File: src/rtl/lacode_pkg.sv
// Shared constants, FSM state type and element addressing for the 5x5 linear-algebra core
// matrix RAM (used by both the reader and the writer side).
package lacode_pkg;

  localparam int DATA_W = 32;
  localparam int N      = 5;
  localparam int ADDR_W = 5;

  typedef enum logic [1:0] {
    S_IDLE  = 2'd0,
    S_WRITE = 2'd1,
    S_DONE  = 2'd2
  } state_t;

  // Row-major word offset of element (r,c) in an n x n matrix.
  function automatic int unsigned elem_offset(input int unsigned r,
                                              input int unsigned c,
                                              input int unsigned n);
    return r * n + c;
  endfunction

endpackage

File: src/rtl/lacode_matrix_regfile.sv
// Snapshot register bank: parallel load of a full N x N matrix, one indexed read port.
module lacode_matrix_regfile
  import lacode_pkg::*;
#(
  parameter int DATA_W = lacode_pkg::DATA_W,
  parameter int N      = lacode_pkg::N,
  parameter int ADDR_W = lacode_pkg::ADDR_W
) (
  input  logic                     clk,
  input  logic                     reset,
  input  logic                     load,
  input  logic [N*N*DATA_W-1:0]    load_data,
  input  logic [ADDR_W-1:0]        rd_addr,
  output logic [DATA_W-1:0]        rd_data
);

  localparam int                DEPTH    = N * N;
  localparam int                IDX_W    = (DEPTH > 1) ? $clog2(DEPTH) : 1;
  localparam logic [ADDR_W-1:0] LAST_IDX = ADDR_W'(DEPTH - 1);

  logic [DATA_W-1:0] r_mem [DEPTH];

  always_ff @(posedge clk or negedge reset) begin
    if (!reset) begin
      for (int k = 0; k < DEPTH; k++) begin
        r_mem[k] <= '0;
      end
    end else if (load) begin
      for (int r = 0; r < N; r++) begin
        for (int c = 0; c < N; c++) begin
          r_mem[IDX_W'(elem_offset(r, c, N))] <=
            load_data[elem_offset(r, c, N) * DATA_W +: DATA_W];
        end
      end
    end
  end

  // Addresses past the last element read as zero rather than aliasing.
  always_comb begin
    rd_data = '0;
    if (rd_addr <= LAST_IDX) begin
      rd_data = r_mem[rd_addr[IDX_W-1:0]];
    end
  end

endmodule

File: src/rtl/lacode_matrix_writer.sv
// Serializes a snapshotted N x N matrix into the core's word-addressed RAM in row-major
// order, one write per accepted cycle, with a running modulo-2^DATA_W checksum.
module lacode_matrix_writer
  import lacode_pkg::*;
#(
  parameter int DATA_W = lacode_pkg::DATA_W,
  parameter int N      = lacode_pkg::N,
  parameter int ADDR_W = lacode_pkg::ADDR_W
) (
  input  logic                  clk,
  input  logic                  reset,
  input  logic                  start,
  input  logic [N*N*DATA_W-1:0] mat_in,
  input  logic                  wr_ready,
  output logic                  wr_en,
  output logic [ADDR_W-1:0]     wr_addr,
  output logic [DATA_W-1:0]     wr_data,
  output logic                  busy,
  output logic                  done,
  output logic [DATA_W-1:0]     checksum
);

  localparam logic [ADDR_W-1:0] LAST_IDX = ADDR_W'(N * N - 1);

  state_t              r_state;
  state_t              w_state_nxt;
  logic                r_wr_en;
  logic [ADDR_W-1:0]   r_wr_addr;
  logic [DATA_W-1:0]   r_wr_data;
  logic                r_busy;
  logic                r_done;
  logic [DATA_W-1:0]   r_checksum;

  logic                w_load;
  logic                w_accept;
  logic                w_last;
  logic [ADDR_W-1:0]   w_rd_addr;
  logic [DATA_W-1:0]   w_rd_data;

  assign w_load    = (r_state == S_IDLE) && start;
  assign w_accept  = r_wr_en && wr_ready;
  assign w_last    = (r_wr_addr == LAST_IDX);
  // Prefetch the word that follows the one currently on the bus.
  assign w_rd_addr = r_wr_addr + ADDR_W'(1);

  lacode_matrix_regfile #(
    .DATA_W (DATA_W),
    .N      (N),
    .ADDR_W (ADDR_W)
  ) u_regfile (
    .clk       (clk),
    .reset     (reset),
    .load      (w_load),
    .load_data (mat_in),
    .rd_addr   (w_rd_addr),
    .rd_data   (w_rd_data)
  );

  always_ff @(posedge clk or negedge reset) begin
    if (!reset) begin
      r_state <= S_IDLE;
    end else begin
      r_state <= w_state_nxt;
    end
  end

  always_comb begin
    w_state_nxt = r_state;
    case (r_state)
      S_IDLE:  if (start) w_state_nxt = S_WRITE;
      S_WRITE: if (w_accept && w_last) w_state_nxt = S_DONE;
      S_DONE:  w_state_nxt = S_IDLE;
      default: w_state_nxt = S_IDLE;
    endcase
  end

  // Outputs are registered; the first word comes straight from mat_in so it appears
  // in the same cycle the snapshot becomes valid.
  always_ff @(posedge clk or negedge reset) begin
    if (!reset) begin
      r_wr_en    <= 1'b0;
      r_wr_addr  <= '0;
      r_wr_data  <= '0;
      r_busy     <= 1'b0;
      r_done     <= 1'b0;
      r_checksum <= '0;
    end else begin
      case (r_state)
        S_IDLE: begin
          if (start) begin
            r_wr_en    <= 1'b1;
            r_wr_addr  <= '0;
            r_wr_data  <= mat_in[DATA_W-1:0];
            r_busy     <= 1'b1;
            r_checksum <= '0;
          end
        end
        S_WRITE: begin
          if (w_accept) begin
            r_checksum <= r_checksum + r_wr_data;
            if (w_last) begin
              r_wr_en   <= 1'b0;
              r_wr_addr <= '0;
              r_wr_data <= '0;
              r_done    <= 1'b1;
            end else begin
              r_wr_addr <= w_rd_addr;
              r_wr_data <= w_rd_data;
            end
          end
        end
        S_DONE: begin
          r_done <= 1'b0;
          r_busy <= 1'b0;
        end
        default: begin
          r_wr_en <= 1'b0;
          r_busy  <= 1'b0;
          r_done  <= 1'b0;
        end
      endcase
    end
  end

  assign wr_en    = r_wr_en;
  assign wr_addr  = r_wr_addr;
  assign wr_data  = r_wr_data;
  assign busy     = r_busy;
  assign done     = r_done;
  assign checksum = r_checksum;

endmodule

File: config.mk
export PLATFORM = sky130hd
export DESIGN_NAME = lacode_matrix_writer
export DESIGN_NICKNAME = d
export VERILOG_FILES = /design/src/rtl/lacode_pkg.sv /design/src/rtl/lacode_matrix_regfile.sv /design/src/rtl/lacode_matrix_writer.sv
export SDC_FILE = /design/constraint.sdc
export NUM_CORES = 2
export LEC_CHECK = 0
export BUFFER_PORTS_ARGS = -buffer_cell sky130_fd_sc_hd__clkbuf_2
export CORE_AREA = 2 2 342 344
export CTS_CLUSTER_SIZE = 28
export DETAILED_ROUTE_END_ITERATION = 10
export DIE_AREA = 0 0 344 346
export GPL_TIMING_DRIVEN = 0
export MAX_ROUTING_LAYER = met4
export PLACE_DENSITY = 0.58
export SLEW_MARGIN = 10
export SYNTH_ARGS = -nofsm -noshare
export SYNTH_HDL_FRONTEND = slang
export SYNTH_SLANG_ARGS = --single-unit
File: constraint.sdc
create_clock -name clk -period 4.65 [get_ports clk]
set_clock_uncertainty 0.05 [all_clocks]
set_input_delay 0.93 -clock clk [delete_from_list [all_inputs] [get_ports clk]]
set_output_delay 0.93 -clock clk [all_outputs]
set_load 0.01 [all_outputs]
==> run metrics <==
Reg2Reg Setup Slack 0.07 ns; DRT Pass-1 Iters 5; clock root buffer clkbuf_16; Int Pwr 21.0 mW; Slew headroom 14.1%; fillcell total 11600; worst endpoint data arrival time 5.09 ns; io pins 876; final-stage net count 6229; sequential area share after synthesis approximately 54%; Tmin final 4.58 ns; Residual DRC 0; Die Width 344 um; worst slack at placement -0.674 ns; CORE AREA 0.115 sq mm; Max H-tree Level 3; RSZ-0062 raised after global routing yes; Crit Path Class flip-flop to flip-flop; Avg WL per Cell 27.7 um; largest net degree at the start of global routing 99; Comb power frac 42.3%; Crit Path Max Fanout 10; Post-CTS Hold Fix Bufs 0; max-slew violations 0; Worst Path Required 5.17 ns; max-cap violations 0; final hold viol count 0; grt total ovfl 0; number of synthesized flops with an enable pin 0; final core utilization between 40 and 50%; R2R depth 15; Slew @ Worst Pin between 1 and 1.5 ns; Global Route Usage Sum 33.4%; num rows 125; Net Sw Frac about two fifths; yosys warns 0; HPWL Detailed 156000 um; commonest non-fill, non-tap cell in the layout nand2_1; post-synth top area share 53.7%; RD Place Congestion 0.976; Seq pwr share 34.0%; initial antenna violation count 77; Mapped Area 0.0407 sq mm; worst setup path startpoint wr_addr[0]; number of vias per cell 5.23; P_leak 26.5 nW; setup bufs post-CTS 0; Psw 14.3 mW; total CTS buffers slightly below 100; first-pass GRT wire length between 200000 and 300000 um; synthesized flop and latch total 874; commonest cells after routing, fill and taps aside nand2_1 (2518), clkbuf_2 (886), dfrtp_1 (874); async set or reset register ratio after synthesis 100%; Post-synth top flop dfrtp_1; final setup TNS 0 ns; effective utilization at floorplan 35.3%; CTS tree done; clock network fraction of design power 23.7%; leading area contributor after synthesis dfrtp_1; Die Ht 346 um; status finished, final reports clean; initial DRC count between 3000 and 4000; HP Class input pin to async pin; Cells after Synth 4405; Worst R2R Start wr_addr[0]; Die ar. ~0.12 sq mm; final setup fails 0; distinct cell type count after synthesis 56; max frequency 219 MHz; Max VDD drop 0.369 mV; clock-pin transition on the worst setup and hold timing paths 0.06 ns; top cells by area, synth dfrtp_1 (54%), nand2_1 (23%), mux4_2 (12%); synthesized area per cell 9.25 sq um; CTS max path bufs 3; Port Buf Inserts 875; P&R area growth vs syn 25.3%; final worst-path cycle share 98.4%; vias about 37000; Power Dens Cells between 600 and 700 mW/mm^2; syn nets roughly 5200; r2r endpoint wr_data[10]; final setup margin around 0.074 ns; share of cells above drive strength 1 24.8%; antenna viol nets, final 0; vias in the first global route 37000; Setup crit end kind flip-flop; routed wire length 196000 um; clk sinks 874; Worst setup SP type flip-flop; clock latency on the worst-skew pair 0.72 ns
-- critical path, stage by stage (launching register included) --
cell	delay, ns
dfrtp_1	0.48
buf_6	0.22
buf_6	0.29
buf_6	0.26
buf_6	0.22
inv_2	0.06
ha_1	0.27
buf_2	0.26
buf_4	0.28
clkbuf_2	0.37
mux4_2	0.47
mux4_2	0.56
nor2_1	0.26
a211oi_1	0.11
a21oi_1	0.18
a21oi_1	0.09
-- power groups by stage --
stage	Combinational (mW)	Sequential, mW	Clock [mW]
after global routing	16.0	12.2	8.75
after global placement	14.6	12.0	0
after detailed placement	14.8	12.0	0
after CTS	14.9	11.9	8.45
final	14.9	12.0	8.36
after floorplan	8.85	11.4	0
-- through the flow --
| stage | total power, mW | cell area, sq um | cells | hold slack (ns) |
|---|---|---|---|---|
| 2_1_floorplan | 20.3 | 40700 | 4405 | 0.390 |
| 3_3_place_gp | 26.6 | 47000 | 6804 | 0.402 |
| 3_5_place_dp | 26.8 | 47300 | 6814 | 0.407 |
| 4_1_cts | 35.3 | 50800 | 6996 | 0.109 |
| 5_1_grt | 37.0 | 51000 | 7064 | 0.138 |
| 6_report | 35.3 | 51100 | 7077 | 0.131 |
-- Yosys cell counts (all sizes together), types with 3 or more instances --
cell type	instances
buf	66
o21ai	44
a211oi	39
ha	34
o21bai	4
mux4	224
nand2b	3
and3	5
a31oi	3
a21o	11
nor3	6
a22oi	3
o31ai	3
inv	17
dfrtp	874
nand4	3
o22ai	3
xor2	13
o211ai	8
nand2	2518
a21oi	163
nor2	83
nor2b	6
clkbuf	213
nand3	15
xnor2	16
mux2i	3
-- timing repair --
item	CTS	global route
resized for setup	30	13
cloned	0	0
endpoints found under the setup margin	32	18
-- state kept, by name, indices dropped and copies added (netlist names) --
name	count
wr_addr	5
r_state	2
checksum	32
wr_data	32
wr_en	1
busy	1
u_regfile.r_mem	800
done	1
-- how the worst max path moves through the flow --
stage	cells after the start	slack, ns	end
after floorplan	15	1.34	wr_data[1]
after global placement	1	-19.49	u_regfile.r_mem[584]
after detailed placement	15	-0.67	wr_data[1]
after CTS	15	0.006	wr_data[24]
after global routing	15	-0.005	wr_data[5]
final	15	0.07	wr_data[10]
-- cell families (layout without fill, tap and decap cells) --
logic type,after synthesis,in the layout,share of synthesized area (%)
xor gates and xnor gates,29,29,0.670
adders and majority gates,35,35,1.09
DFF,874,874,53.7
muxes,227,227,12.5
AOI/OAI and AO/OA,296,296,4.23
other,0,81,0
and+or+nand+nor,2648,2648,24.7
buffers and inverters,296,1363,3.17
-- per-layer routing --
layer	GRT usage, %	wire length, um	vias up
li1	-	-	16400
met1	44.2	82500	18800
met2	50.3	90500	1581
met3	7.54	16000	313
met4	12.4	6940	0
met5	-	0	-
-- final cells by class --
class	count	area, sq um	share of cell area [%]
diodes	81	203	0.397
multi-input cells	3235	17600	34.5
clock buffers	140	2790	5.47
plain buffers	279	1280	2.50
repair buffers	885	4660	9.13
clock inverters	42	639	1.25
flip-flops and latches	874	21900	42.8
well taps	1524	1910	3.74
inverters	17	63.8	0.125
Power figures use the tool's default switching activity.
